## src/rtl/ifu_fetch.sv

```systemverilog
// ifu_fetch: YPC instruction fetch unit; one outstanding imem read, redirect with stale-response kill (IFU_ALIGN_CHECK_EN enables misaligned-redirect trap)
module ifu_fetch #(
  parameter logic [31:0] RESET_PC = 32'h8000_0000
) (
  input  logic        clk,
  input  logic        rst,
  output logic        imem_req_valid,
  input  logic        imem_req_ready,
  output logic [31:0] imem_req_addr,
  input  logic        imem_rsp_valid,
  input  logic [31:0] imem_rsp_data,
  input  logic        redirect_valid,
  input  logic [31:0] redirect_pc,
  output logic        inst_valid,
  input  logic        inst_ready,
  output logic [31:0] inst,
  output logic [31:0] inst_pc,
  output logic        fetch_misalign
);
  localparam logic [1:0] S_REQ  = 2'd0;
  localparam logic [1:0] S_WAIT = 2'd1;
  localparam logic [1:0] S_HOLD = 2'd2;
  localparam logic [1:0] S_ERR  = 2'd3;
  logic [1:0]  state;
  logic [31:0] pc, inst_q, inst_pc_q, redir_pc;
  logic        kill, redir, bad;
`ifdef IFU_ALIGN_CHECK_EN
  logic misalign_q;
  assign redir          = redirect_valid && state != S_ERR;
  assign bad            = redir && |redirect_pc[1:0];
  assign redir_pc       = redirect_pc;
  assign fetch_misalign = !rst && misalign_q;
  // sticky misaligned-target flag, cleared only by reset
  always_ff @(posedge clk)
    if (rst) misalign_q <= 1'b0;
    else if (bad) misalign_q <= 1'b1;
`else
  assign redir          = redirect_valid;
  assign bad            = 1'b0;
  assign redir_pc       = redirect_pc & ~32'h3;
  assign fetch_misalign = 1'b0;
`endif
  assign imem_req_valid = !rst && state == S_REQ;
  assign imem_req_addr  = rst ? RESET_PC : pc;
  assign inst_valid     = !rst && state == S_HOLD && !redirect_valid;
  assign inst           = rst ? 32'h0 : inst_q;
  assign inst_pc        = rst ? 32'h0 : inst_pc_q;
  // fetch FSM; a redirect overrides every other event and marks any in-flight read stale
  always_ff @(posedge clk) begin
    if (rst) begin
      pc        <= RESET_PC;
      state     <= S_REQ;
      kill      <= 1'b0;
      inst_q    <= 32'h0;
      inst_pc_q <= 32'h0;
    end else if (redir) begin
      pc    <= redir_pc;
      state <= bad ? S_ERR :
               state == S_REQ  ? (imem_req_ready ? S_WAIT : S_REQ) :
               state == S_WAIT ? (imem_rsp_valid ? S_REQ : S_WAIT) : S_REQ;
      kill  <= !bad && ((state == S_REQ && imem_req_ready) || (state == S_WAIT && !imem_rsp_valid));
    end else if (state == S_REQ && imem_req_ready) begin
      state <= S_WAIT;
    end else if (state == S_WAIT && imem_rsp_valid) begin
      state <= kill ? S_REQ : S_HOLD;
      kill  <= 1'b0;
      if (!kill) begin
        inst_q    <= imem_rsp_data;
        inst_pc_q <= pc;
      end
    end else if (state == S_HOLD && inst_ready) begin
      pc    <= pc + 32'd4;
      state <= S_REQ;
    end
  end
endmodule

```

## config.mk

```make
export PLATFORM = sky130hd
export DESIGN_NAME = ifu_fetch
export DESIGN_NICKNAME = d
export VERILOG_FILES = /design/src/rtl/ifu_fetch.sv
export SDC_FILE = /design/constraint.sdc
export NUM_CORES = 1
export LEC_CHECK = 0
export ABC_AREA = 1
export CORE_MARGIN = 5
export CORE_UTILIZATION = 45
export CTS_CLUSTER_DIAMETER = 40
export DETAILED_ROUTE_END_ITERATION = 10
export PLACE_DENSITY = 0.76
export SLEW_MARGIN = 20
export SYNTH_ARGS = -nofsm -noshare
export SYNTH_HDL_FRONTEND = slang
export SYNTH_SLANG_ARGS = --single-unit
```

## constraint.sdc

```tcl
create_clock -name clk -period 2.1 [get_ports clk]
set_clock_uncertainty 0.1 [all_clocks]
set_input_delay 0.42 -clock clk [delete_from_list [all_inputs] [get_ports clk]]
set_output_delay 0.42 -clock clk [all_outputs]
set_load 0.005 [all_outputs]
```

==> impl_summary.txt <==
----------------------------------------------------
[Status]
  Result of the run ... complete, no violations

[Critical path]
  Longest individual stage delay on the worst path ... between 500 and 600 ps
  Critical path launch point type ... input port
  Sequence of cells on the critical path ... buf_4, buf_12, nor2_2, clkdlybuf4s50_1
  Maximum fanout count along the critical path ... 23
  Endpoint class of the critical path ... output port
  Worst Path Arrival ... 1540 ps
  Type of the worst setup path ... input port to output port
  Slowest stage cell, crit path ... sky130_fd_sc_hd__clkdlybuf4s50_1
  Required time of the worst setup path ... 1580 ps

[Timing]
  Final setup vio count ... 0
  Post-Route Hold Slack ... 351.7 ps
  Max Clk Rate ... 485.3 MHz
  Portion of the clock cycle consumed by the worst path in the final layout ... 98.11%
  Final hold violation count ... 0
  Final worst path period need ... 2060 ps
  Setup repair after global routing missed its margin ... yes
  Pins Over Slew Limit ... 0
  Setup slack of the critical path after layout ... 39.61 ps

[Logic synthesis]
  Total of warnings raised by yosys ... 0
  Synth Instances ... 808
  Flip-flop and latch count after synthesis ... 95
  Distinct cell type count after synthesis ... 30
  Part of the Yosys area used for sequential elements ... 37.61%
  Cell Area, Synth ... slightly above 5000 sq um
  Average cell area after synthesis ... 6.258 sq um

[Detailed routing]
  DRT antenna net count ... 0
  Drt total wl ... 14520 um
  Vias after detailed routing ... 5350
  First-pass iteration count of the detailed router ... 5
  Drt drc ... 0
  Number of DRC markers after the initial detailed-route iteration ... between 400 and 500
  Vias per std cell ... 4.877
  Routed wire per std cell ... 13.23 um

[Clocking]
  Inserted Clock Buffers ... 9
  Insertion delay of the later-clocked pin in the worst-skew pair ... approximately 340 ps
  Number of hold buffers added after CTS ... 0
  Number of gates given a new drive strength after cts ... 0
  Buffer depth of the longest clock path ... 2
  TritonCTS clock tree ... done
  # H-tree levels ... 3
  Clock tree root driver cell ... sky130_fd_sc_hd__clkbuf_16
  CTS clk-pin slew, worst paths ... 70 ps
  Clock net sink count ... 95
  Post-CTS Repair Setup Buffers ... 0

[Global routing]
  Antenna violations before repair ... 0
  Pin count of the biggest net entering global routing ... 65
  Via count of the first global-routing pass ... 4768
  First-pass GRT wire length ... 23380 um
  Leftover overflow at the end of global routing ... 0
  Total GRT Usage ... 21.66%

[Power]
  Pwr Total ... approximately 0.0042 W
  Worst voltage drop across the vdd grid ... 0.3340 mV
  Cell area power density ... 594.7 nW/um^2
  Leakage ... approximately 2.8 nW

[Cells and area]
  Synth-to-layout area growth ... 40.63%
  Total inserted antenna cells ... 0
  Post-layout net count ... 1023
  Ratio of cells with drive above 1 in the final layout ... 9.404%
  Fill cell total of the finished layout ... 1027

[Job]
  Max-capacitance violation count ... 0

[Floorplanning]
  Number of top-level pins ... 169
  Die Wd ... 116 um
  Number of cell rows ... 38
  Die Y-Extent ... 116 um
  Core area ... between 10000 and 15000 sq um
  Effective utilization at floorplan ... around 46%
  Area of the die ... roughly 13000 sq um

[Placement]
  Detailed placement HPWL ... 10650 um
  Placer's final routability congestion estimate ... 0.9560
  Number of buffers added on ports ... roughly 160
  Pre-CTS WS ... 38.15 ps

[Worst hold path]
  Classification of the worst-slack hold path ... register to register

----------------------------------------------------
stage by stage:
| step | cells | util (%) | area, sq um | setup TNS [ps] |
|---|---|---|---|---|
| 3_3_place_gp | 1081 | 61.89 | 6768 | 0 |
| 3_5_place_dp | 1081 | 61.89 | 6768 | 0 |
| 5_1_grt | 1097 | 65.02 | 7111 | -0.1568 |
| 4_1_cts | 1097 | 64.51 | 7054 | 0 |
| 2_1_floorplan | 812 | - | 5071 | 0 |
| 6_report | 1097 | 65.02 | 7111 | 0 |
final cells by class:
class	count	area, sq um	area share [%]
Inverter	107	406.6	5.719
Multi-Input combinational cell	564	2515	35.37
Clock buffer	9	225.2	3.167
Timing Repair Buffer	175	1799	25.30
Sequential cell	95	1928	27.12
Clock inverter	7	61.31	0.8622
Tap cell	140	175.2	2.463
worst max-delay path, delay by kind of cell:
kind / cells / cell delay (ps)
AND/OR/NAND/NOR: 1 / 160
buffers and inverters: 3 / 950
placed cells by master, fill, tap and decap left out, drive strengths merged:
| cell | n |
|---|---|
| nand4 | 3 |
| dlymetal6s2s | 4 |
| a31oi | 1 |
| ha | 1 |
| dfxtp | 95 |
| conb | 5 |
| clkdlybuf4s50 | 156 |
| nor3 | 2 |
| clkinvlp | 1 |
| nor3b | 2 |
| a21oi | 73 |
| nand3 | 31 |
| o21a | 2 |
| clkbuf | 9 |
| nand2 | 168 |
| o211ai | 1 |
| buf | 15 |
| nor2 | 183 |
| clkinv | 2 |
| inv | 111 |
| o21ai | 92 |
synth_stat cells, drive strengths merged:
cell	number	area, sq um
nor2	183	753.2
nand2	168	648.1
inv	107	406.6
dfxtp	95	1902
o21ai	92	460.4
a21oi	73	369.1
nand3	31	160.1
buf	29	204.0
clkbuf	17	63.81
nand4	3	18.77
nor3	2	10.01
nor3b	2	15.01
o21a	2	15.01
a31oi	1	6.260
conb	1	3.750
ha	1	12.51
o211ai	1	7.510
final timing paths:
check / from / endpoint / slack, ps / cells past startpoint
worst max-delay path: rst / imem_req_addr[10] / 40 / 4
worst min-delay path: inst_q[11] / inst_q[11] / 350 / 2
worst max register to register: pc[3] / pc[28] / 250 / 10
worst min register to register: inst_q[11] / inst_q[11] / 350 / 2
per-layer routing:
layer	part of all wire, %	global-route usage (%)
met1	45	30.07
met2	46	34.45
met3	7.6	4.439
met4	1.5	5.646
met5	0	0
power breakdown:
part           total (W)  switching [W]  leakage, nW  internal [W]
Combinational   0.000666       0.000330         1.85      0.000336
Clock            0.00159       0.000765        0.140      0.000829
Sequential       0.00197      0.0000712        0.783       0.00190
Total            0.00423        0.00117         2.78       0.00306
cells by family after synthesis:
kind of cell	share of synthesized area, %
compound gates	16.98
fa+ha+maj	0.2474
buf+inv	13.34
flops	37.61
other cells	0.07417
simple gates	31.75
state kept, by name, summed over array words and instances, names as in the netlist:
name       count
inst_pc_q     30
inst_q        32
kill           1
pc            30
state          2
Power figures use the tool's default switching activity.
